File: config.mk
export PLATFORM = sky130hd
export DESIGN_NAME = uart_transceiver
export DESIGN_NICKNAME = d
export VERILOG_FILES = /design/src/rtl/uart_transceiver_pkg.sv /design/src/rtl/uart_receiver.sv /design/src/rtl/uart_transmitter.sv /design/src/rtl/uart_transceiver.sv
export SDC_FILE = /design/constraint.sdc
export NUM_CORES = 1
export LEC_CHECK = 0
export ABC_CLOCK_PERIOD_IN_PS = 5600
export BUFFER_PORTS_ARGS = -buffer_cell sky130_fd_sc_hd__buf_2
export CAP_MARGIN = 30
export CORE_UTILIZATION = 35
export DETAILED_ROUTE_END_ITERATION = 16
export PLACE_DENSITY = 0.57
export SYNTH_ARGS = -nofsm -noshare
export SYNTH_HDL_FRONTEND = slang
export SYNTH_SLANG_ARGS = --single-unit
export TNS_END_PERCENT = 5
File: constraint.sdc
create_clock -name Clock -period 5.6 [get_ports Clock]
set_clock_uncertainty 0.1 [all_clocks]
set_input_delay 0.56 -clock Clock [delete_from_list [all_inputs] [get_ports Clock]]
set_output_delay 0.56 -clock Clock [all_outputs]
set_load 0.02 [all_outputs]
File: src/rtl/uart_transceiver_pkg.sv
// Shared constants, frame levels and FSM encodings for the 8N1 UART.
// Optional RX input synchronizer is selected elsewhere by UART_RX_SYNC_EN.
package uart_transceiver_pkg;

  localparam int DATA_BITS  = 8;
  localparam int FRAME_BITS = 10;

  localparam logic LINE_IDLE = 1'b1;
  localparam logic START_BIT = 1'b0;
  localparam logic STOP_BIT  = 1'b1;

  localparam int DEFAULT_CLOCK_FREQ = 50_000_000;
  localparam int DEFAULT_BAUD_RATE  = 115_200;

  typedef enum logic {
    TX_IDLE,
    TX_SEND
  } tx_state_e;

  typedef enum logic [1:0] {
    RX_IDLE,
    RX_START,
    RX_DATA,
    RX_STOP
  } rx_state_e;

  // Counter width able to hold values 0..n-1 (at least one bit).
  function automatic int ctr_width(input int n);
    return (n <= 2) ? 1 : $clog2(n);
  endfunction

endpackage

File: src/rtl/uart_receiver.sv
// 8N1 receiver with mid-bit sampling, glitch rejection and framing-error discard.
// Define UART_RX_SYNC_EN to pass sin through a 2-flop synchronizer first.
module uart_receiver
  import uart_transceiver_pkg::*;
#(
  parameter int ClockFreq = DEFAULT_CLOCK_FREQ,
  parameter int BaudRate  = DEFAULT_BAUD_RATE
) (
  input  logic                 clk,
  input  logic                 rst,
  input  logic                 sin,
  output logic [DATA_BITS-1:0] data_out,
  output logic                 data_out_valid,
  input  logic                 data_out_ready
);

  localparam int SymbolEdgeTime = ClockFreq / BaudRate;
  localparam int SampleTime     = SymbolEdgeTime / 2;
  localparam int CntW           = ctr_width(SymbolEdgeTime);
  localparam int IdxW           = ctr_width(DATA_BITS);
  localparam logic [CntW-1:0] CntLast  = CntW'(SymbolEdgeTime - 1);
  localparam logic [CntW-1:0] HalfLast = CntW'(SampleTime - 1);
  localparam logic [IdxW-1:0] IdxLast  = IdxW'(DATA_BITS - 1);

  logic sin_s;

`ifdef UART_RX_SYNC_EN
  logic [1:0] sync_q, sync_d;

  always_comb sync_d = {sync_q[0], sin};

  always_ff @(posedge clk or posedge rst) begin
    if (rst) sync_q <= 2'b11;
    else     sync_q <= sync_d;
  end

  assign sin_s = sync_q[1];
`else
  assign sin_s = sin;
`endif

  rx_state_e            state_q, state_d;
  logic [CntW-1:0]      cnt_q, cnt_d;
  logic [IdxW-1:0]      idx_q, idx_d;
  logic [DATA_BITS-1:0] shift_q, shift_d;
  logic [DATA_BITS-1:0] dout_q, dout_d;
  logic                 valid_q, valid_d;
  logic                 ferr_q, ferr_d;
  logic                 done;

  always_ff @(posedge clk or posedge rst) begin
    if (rst) begin
      state_q <= RX_IDLE;
      cnt_q   <= '0;
      idx_q   <= '0;
      shift_q <= '0;
      dout_q  <= '0;
      valid_q <= 1'b0;
      ferr_q  <= 1'b0;
    end else begin
      state_q <= state_d;
      cnt_q   <= cnt_d;
      idx_q   <= idx_d;
      shift_q <= shift_d;
      dout_q  <= dout_d;
      valid_q <= valid_d;
      ferr_q  <= ferr_d;
    end
  end

  always_comb begin
    state_d = state_q;
    cnt_d   = cnt_q;
    idx_d   = idx_q;
    shift_d = shift_q;
    ferr_d  = ferr_q;
    done    = 1'b0;
    case (state_q)
      RX_IDLE: begin
        if (sin_s == START_BIT) begin
          cnt_d   = '0;
          state_d = RX_START;
        end
      end
      RX_START: begin
        if (cnt_q == HalfLast) begin
          cnt_d = '0;
          idx_d = '0;
          state_d = (sin_s == LINE_IDLE) ? RX_IDLE : RX_DATA;
        end else begin
          cnt_d = cnt_q + CntW'(1);
        end
      end
      RX_DATA: begin
        if (cnt_q == CntLast) begin
          cnt_d   = '0;
          shift_d = {sin_s, shift_q[DATA_BITS-1:1]};
          if (idx_q == IdxLast) state_d = RX_STOP;
          else                  idx_d   = idx_q + IdxW'(1);
        end else begin
          cnt_d = cnt_q + CntW'(1);
        end
      end
      RX_STOP: begin
        // After a bad stop bit, hold off until the line is idle again.
        if (ferr_q) begin
          if (sin_s == LINE_IDLE) begin
            ferr_d  = 1'b0;
            state_d = RX_IDLE;
          end
        end else if (cnt_q == CntLast) begin
          cnt_d = '0;
          if (sin_s == STOP_BIT) begin
            done    = 1'b1;
            state_d = RX_IDLE;
          end else begin
            ferr_d = 1'b1;
          end
        end else begin
          cnt_d = cnt_q + CntW'(1);
        end
      end
      default: state_d = RX_IDLE;
    endcase

    // A completing byte takes priority over a consume in the same cycle.
    valid_d = valid_q;
    dout_d  = dout_q;
    if (valid_q && data_out_ready) valid_d = 1'b0;
    if (done) begin
      valid_d = 1'b1;
      dout_d  = shift_q;
    end
  end

  assign data_out       = dout_q;
  assign data_out_valid = valid_q;

endmodule

File: src/rtl/uart_transmitter.sv
// 8N1 transmitter: accepts one byte when idle and shifts out a 10-bit frame LSB first.
module uart_transmitter
  import uart_transceiver_pkg::*;
#(
  parameter int ClockFreq = DEFAULT_CLOCK_FREQ,
  parameter int BaudRate  = DEFAULT_BAUD_RATE
) (
  input  logic                 clk,
  input  logic                 rst,
  input  logic [DATA_BITS-1:0] data_in,
  input  logic                 data_in_valid,
  output logic                 data_in_ready,
  output logic                 sout
);

  localparam int SymbolEdgeTime = ClockFreq / BaudRate;
  localparam int CntW           = ctr_width(SymbolEdgeTime);
  localparam int IdxW           = ctr_width(FRAME_BITS);
  localparam logic [CntW-1:0] CntLast = CntW'(SymbolEdgeTime - 1);
  localparam logic [IdxW-1:0] IdxLast = IdxW'(FRAME_BITS - 1);

  tx_state_e             state_q, state_d;
  logic [FRAME_BITS-1:0] shift_q, shift_d;
  logic [CntW-1:0]       cnt_q, cnt_d;
  logic [IdxW-1:0]       idx_q, idx_d;
  logic                  ready_q, ready_d;

  always_ff @(posedge clk or posedge rst) begin
    if (rst) begin
      state_q <= TX_IDLE;
      shift_q <= '1;
      cnt_q   <= '0;
      idx_q   <= '0;
      ready_q <= 1'b0;
    end else begin
      state_q <= state_d;
      shift_q <= shift_d;
      cnt_q   <= cnt_d;
      idx_q   <= idx_d;
      ready_q <= ready_d;
    end
  end

  always_comb begin
    state_d = state_q;
    shift_d = shift_q;
    cnt_d   = cnt_q;
    idx_d   = idx_q;
    case (state_q)
      TX_IDLE: begin
        if (data_in_valid && ready_q) begin
          shift_d = {STOP_BIT, data_in, START_BIT};
          cnt_d   = '0;
          idx_d   = '0;
          state_d = TX_SEND;
        end
      end
      TX_SEND: begin
        if (cnt_q == CntLast) begin
          cnt_d = '0;
          if (idx_q == IdxLast) begin
            state_d = TX_IDLE;
          end else begin
            shift_d = {LINE_IDLE, shift_q[FRAME_BITS-1:1]};
            idx_d   = idx_q + IdxW'(1);
          end
        end else begin
          cnt_d = cnt_q + CntW'(1);
        end
      end
      default: state_d = TX_IDLE;
    endcase
    // Registered so that ready stays low for as long as reset is held.
    ready_d = (state_d == TX_IDLE);
  end

  assign data_in_ready = ready_q;
  assign sout          = (state_q == TX_SEND) ? shift_q[0] : LINE_IDLE;

endmodule

File: src/rtl/uart_transceiver.sv
// Full-duplex 8N1 UART: independent transmitter and receiver sharing one clock.
// Define UART_RX_SYNC_EN when SIn is asynchronous to Clock.
module uart_transceiver
  import uart_transceiver_pkg::*;
#(
  parameter int ClockFreq = DEFAULT_CLOCK_FREQ,
  parameter int BaudRate  = DEFAULT_BAUD_RATE
) (
  input  logic                 Clock,
  input  logic                 Reset,
  input  logic [DATA_BITS-1:0] DataIn,
  input  logic                 DataInValid,
  output logic                 DataInReady,
  output logic [DATA_BITS-1:0] DataOut,
  output logic                 DataOutValid,
  input  logic                 DataOutReady,
  input  logic                 SIn,
  output logic                 SOut
);

  uart_transmitter #(
    .ClockFreq(ClockFreq),
    .BaudRate (BaudRate)
  ) u_tx (
    .clk          (Clock),
    .rst          (Reset),
    .data_in      (DataIn),
    .data_in_valid(DataInValid),
    .data_in_ready(DataInReady),
    .sout         (SOut)
  );

  uart_receiver #(
    .ClockFreq(ClockFreq),
    .BaudRate (BaudRate)
  ) u_rx (
    .clk           (Clock),
    .rst           (Reset),
    .sin           (SIn),
    .data_out      (DataOut),
    .data_out_valid(DataOutValid),
    .data_out_ready(DataOutReady)
  );

endmodule

==> impl_metrics.toml, run 1 <==
[sta]
fin_tns_setup_ps = 0
worstMarginPinSlew_ps = 750
post-route-min-period_ps = 2170
hold_violations = 0
finalMaxSlewViolations = 0
finalCritPeriodShare = 0.388
fmax_ghz = 0.460
rsz0062_at_grt = "false"
setup_viol = 0
holdWs_ps = 25.6
slew_headroom = 0.497

[critical_path]
reg2reg_slack_ps = 3430
worstPathArrival_ps = 2270
reg2reg_to = "u_rx.data_out[1]"
rr_worst_depth = 6
path_max_fanout = 9
reg2reg_from = "u_rx.cnt_q[1]"
startpoint_type = "flop"
required_ps = 5690
cp-startpoint = "u_rx.cnt_q[1]"
endpoint = "u_rx.data_out[1]"
crit_path_end_kind = "flop"
critPathKind = "reg -> reg"

[synth]
ys_ff_latch = 56
synth_edf_count = 0
synth_warnings = 0
async_flop_share = 1.00
yosysSeqAreaShare = 0.476
ys.flop_type = "dfrtp_1"
yosysUniqueCellTypes = 51
synth_nets = 300
netlist_area_sq_mm = 0.00297
synthCells = 278
syn_avg_cell_area_sq_um = 10.7

[clock_network]
clkLatencyLatePin_ps = 310
post-cts-setup-buffers = 0
clockBufferDepth = 2
ctsResizeCount = 0
cts_tree = "done"
cts_inserted_buffers = 5
cts.clk_slew.worst_paths_ps = 100
clkSinkCount = 56
htreeDepth = 2
root_buffer = "clkbuf_8"
postCtsHoldBufs = 0

[die]
die_x_microns = 94.1
pin_count = 24
dieArea_sq_mm = 0.00885
core_sq_mm = 0.00822
dieHeight_microns = 94.1
initial_core_util = 0.361
rows = 33

[global_routing]
grt_use_total = 0.136
grt_pass1_vias = 2000
overflow = 0
grt_max_degree = 50
grt_pass1_wl_mm = 9.58
antenna_found_initial = 0

[power]
irDropWorstVdd_uv = 122
p_per_area_mw_per_mm2 = 350
power_leakage_uw = 0.00155
power_uw = 1150

[worst_hold_path]
hold_path.class = "in -> async"

[finish]
nets = 322
multi_input_area_sq_mm = 0.00143
final_common_cell = "dfrtp_1"
final_cell_mix = "dfrtp_1, mux2_2, nand2_1"
drive_gt1_frac = 0.286
final_cell_count_no_fill = 406
syn2layout_area_growth_pct = 11.1
fin_util = 0.401
diodes = 0
nFillCells = 809
regArea_sq_mm = 0.00141

[drt]
top_layer = "met4"
route.detailed.drc = 0
wire_per_inst_microns = 13.3
via_count = 2102
first_iter_violations = 85
route.met2.wl_mm = 2.51
wirelength_mm = 5.38
wl_met1_mm = 2.66
wl_met3_microns = 153
via_per_inst = 5.18
ant_nets = 0
first_pass_iters = 6

[placement]
dpl.cell_count = 398
port_buffers = 23
gp_congestion = 0.813
hpwl_mm = 3.76

[job]
drv_cap = 0

[outcome]
status = "finished, final reports clean"
## logic make-up after synthesis
family / synth area share
xor+xnor: 0.00591
flops: 0.476
simple gates: 0.186
compound gates: 0.118
fa+ha+maj: 0.0380
buf+inv: 0.0418
mux: 0.134
## cell usage after synthesis, types with 2 or more instances
cell / number / share of area
buf_2: 2 / 0.0034
nand2_1: 26 / 0.033
nor3_1: 9 / 0.015
a21o_1: 3 / 0.0076
a21oi_1: 14 / 0.024
or3_1: 3 / 0.0063
nand3_1: 12 / 0.020
and2_1: 3 / 0.0063
inv_1: 20 / 0.025
nor4_1: 3 / 0.0063
and3_1: 2 / 0.0042
clkbuf_1: 6 / 0.0076
o22ai_1: 3 / 0.0063
nand4_1: 3 / 0.0063
or2_2: 2 / 0.0042
ha_1: 9 / 0.038
nand3b_1: 2 / 0.0051
mux2_2: 30 / 0.11
nand2b_1: 4 / 0.0084
o31ai_1: 3 / 0.0076
dfstp_2: 9 / 0.080
mux2i_1: 6 / 0.020
o211ai_1: 7 / 0.018
nor2_1: 5 / 0.0063
and4bb_2: 3 / 0.013
o21ai_0: 16 / 0.027
or4_1: 2 / 0.0051
dfrtp_1: 47 / 0.40
xor2_1: 2 / 0.0059
## per-stage QoR
stage / cell area (sq um) / worst slack [ps]
final: 3300 / 3430
after floorplan: 2970 / 3580
after detailed placement: 3180 / 3430
after global placement: 3180 / 3470
after global routing: 3300 / 3270
after CTS: 3300 / 3400
## flip-flops by register name, summed over array words and instances, names as in the netlist, 3 cells and up, named ones only
name and count:
u_tx.shift_q 9, u_tx.idx_q 4, u_rx.data_out 8, u_rx.cnt_q 9, u_tx.cnt_q 9, u_rx.idx_q 3, u_rx.shift_q 8
## worst min-delay path by stage
stage	from	end	slack (ps)	cells after the start
2_1_floorplan	u_tx.shift_q[8]	u_tx.shift_q[8]	340	2
3_3_place_gp	u_tx.shift_q[8]	u_tx.shift_q[8]	350	2
3_5_place_dp	u_tx.shift_q[8]	u_tx.shift_q[8]	350	2
4_1_cts	Reset	u_tx.cnt_q[6]	20	2
5_1_grt	Reset	u_tx.cnt_q[7]	30	2
6_report	Reset	u_tx.cnt_q[8]	30	2
## critical path, cell delays in order, from the launching register on
cell	delay, ps
dfrtp_1	420
inv_1	100
ha_1	220
and4bb_2	330
nand2_4	90
nor3_4	400
mux2_2	380
## final cells by class
class                           instances  share of cell area
Clock buffer                            6              0.0251
Clock inverter                          2              0.0103
Inverter                               20              0.0228
Multi-Input combinational cell        192               0.434
Sequential cell                        56               0.429
Tap cell                              105              0.0399
Timing Repair Buffer                   25              0.0395
## report_power, final
part | total, uW | switching [uW] | internal, uW | leakage, uW
Clock | 275 | 131 | 144 | 0.0000588
Sequential | 628 | 114 | 514 | 0.000708
Combinational | 251 | 114 | 137 | 0.000788
## layer usage
metal / global-route usage / up-vias
li1: - / 1042
met1: 0.187 / 1030
met2: 0.210 / 24
met3: 0.0340 / 6
met4: 0.0423 / 0
met5: 0 / -
Power figures use the tool's default switching activity.
==> inputs of run 2 (changes only) <==
--- a/config.mk
+++ b/config.mk
@@ -5,7 +5,7 @@
 export SDC_FILE = /design/constraint.sdc
 export NUM_CORES = 1
 export LEC_CHECK = 0
-export ABC_CLOCK_PERIOD_IN_PS = 5600
+export ABC_CLOCK_PERIOD_IN_PS = 2170
 export BUFFER_PORTS_ARGS = -buffer_cell sky130_fd_sc_hd__buf_2
 export CAP_MARGIN = 30
 export CORE_UTILIZATION = 35
==> constraint.sdc (replaced) <==
create_clock -name Clock -period 2.17 [get_ports Clock]
set_clock_uncertainty 0.1 [all_clocks]
set_input_delay 0.217 -clock Clock [delete_from_list [all_inputs] [get_ports Clock]]
set_output_delay 0.217 -clock Clock [all_outputs]
set_load 0.02 [all_outputs]
==> impl_metrics.toml, run 2 (same netlist as run 1, synthesis figures left out) <==
[placement]
gp_congestion = 0.856
pre_cts_ws_ps = 128
place_area_sq_mm = 0.00328
hpwl_mm = 3.87
port_buffers = 23

[clock_network]
post-cts-setup-buffers = 0
clockBufferDepth = 2
clkSinkCount = 56
ctsResizeCount = 0
cts_inserted_buffers = 5
root_buffer = "clkbuf_8"
clkLatencyLatePin_ps = 300
htreeDepth = 2
cts_tree = "done"
cts.clk_slew.worst_paths_ps = 100

[finish]
syn2layout_area_growth_pct = 13.7
final_common_cell = "dfrtp_1"
top_regs = "u_rx.cnt_q (9), u_tx.cnt_q (9), u_tx.shift_q (9)"
finalInstanceArea_sq_mm = 0.00337
regArea_sq_mm = 0.00141
nets = 333
nFillCells = 798
drive_gt1_frac = 0.308
fin_util = 0.411
final_cell_mix = "dfrtp_1, mux2_2, nand2_1"
diodes = 0
multi_input_area_sq_mm = 0.00143

[critical_path]
critPathKind = "reg -> reg"
required_ps = 2270
slowest_delay_ps = 410
cp_slowest_cell = "dfrtp_1"
path_max_fanout = 9
crit_buf_inv = 2
startpoint_type = "flop"
cp_top_family = "simple AND/OR/NAND/NOR gates"
worstPathArrival_ps = 2140
reg2reg_to = "u_rx.data_out[4]"
rr_worst_depth = 7
reg2reg_slack_ps = 130
crit_path_end_kind = "flop"
crit_chain = "inv_1, ha_1, and4bb_2, nand2_4, nor3_4, buf_12, mux2_2"
reg2reg_from = "u_rx.cnt_q[1]"

[drt]
first_iter_violations = 79
wire_per_inst_microns = 13.1
route.detailed.drc = 0
ant_nets = 0
via_per_inst = 5.13
via_count = 2138
wirelength_mm = 5.45
first_pass_iters = 4

[global_routing]
grt_pass1_wl_mm = 9.40
grt_pass1_vias = 1963
grt_use_total = 0.137
overflow = 0
antenna_found_initial = 0
grt_max_degree = 57

[die]
core_sq_mm = 0.00822
dieArea_sq_mm = 0.00885
initial_core_util = 0.361
die_x_microns = 94.1
rows = 33
pin_count = 24
dieHeight_microns = 94.1

[sta]
setup_viol = 0
finalMaxSlewViolations = 0
rsz0062_at_grt = "false"
hold_violations = 0
post-route-min-period_ps = 2040
finalCritPeriodShare = 0.942
layout_setup_ws_ps = 126
fmax_ghz = 0.489
slew_headroom = 0.698
fin_tns_setup_ps = 0
worstMarginPinSlew_ps = 451

[worst_hold_path]
holdPathStages = 2
hold_path.class = "in -> reg"
min_from = "SIn"

[outcome]
status = "finished, final reports clean"

[power]
power_leakage_uw = 0.00160
p_per_area_mw_per_mm2 = 847
irDropWorstVdd_uv = 428

[job]
drv_cap = 0
[run 2: cell types whose count changed in the layout (fill, tap and decap cells not counted), sizes merged]
cell and change:
buf +10, bufinv -1, clkinvlp +1, dlygate4sd3 +1
[run 2: per-stage QoR]
step | power (uW) | hold WS [ps] | std cells
after floorplan | 2120 | 216 | 278
after global placement | 2310 | 197 | 408
after detailed placement | 2330 | 199 | 408
after CTS | 2910 | 41.6 | 417
after global routing | 3080 | 33.1 | 417
final | 2860 | 49.5 | 417
[run 2: worst max path at each step]
stage / from / end / slack (ps) / depth (start not counted)
floorplan: u_rx.cnt_q[1] / u_rx.data_out[0] / 200 / 6
global placement: u_rx.cnt_q[1] / u_rx.data_out[1] / 190 / 7
detailed placement: u_rx.cnt_q[1] / u_rx.data_out[4] / 130 / 7
CTS: u_rx.cnt_q[1] / u_rx.data_out[4] / 120 / 7
global route: u_rx.cnt_q[1] / u_rx.data_out[4] / 60 / 7
finish: u_rx.cnt_q[1] / u_rx.data_out[4] / 130 / 7
[run 2: final cells by class]
class | instances | area share
Sequential cell | 56 | 0.419
Clock inverter | 2 | 0.00371
Multi-Input combinational cell | 192 | 0.424
Timing Repair Buffer | 36 | 0.0712
Clock buffer | 6 | 0.0215
Inverter | 20 | 0.0222
Tap cell | 105 | 0.0389
[run 2: layer usage]
metal	global-route usage	up-vias	wire length (microns)
met5	0	-	0
met4	0.0346	0	36
met3	0.0380	2	172
met2	0.214	31	2520
met1	0.186	1036	2720
li1	-	1069	-
[run 2: power breakdown]
group / switching, uW / internal (uW) / leakage (uW)
Combinational: 339 / 387 / 0.000848
Clock: 325 / 226 / 0.0000412
Sequential: 253 / 1330 / 0.000708
Total: 918 / 1940 / 0.00160
[run 2: repair_timing]
action                                  in CTS  in global routing
endpoints found under the hold margin       47                  0
endpoints found under the setup margin       0                  0
hold buffers                                 1                  0
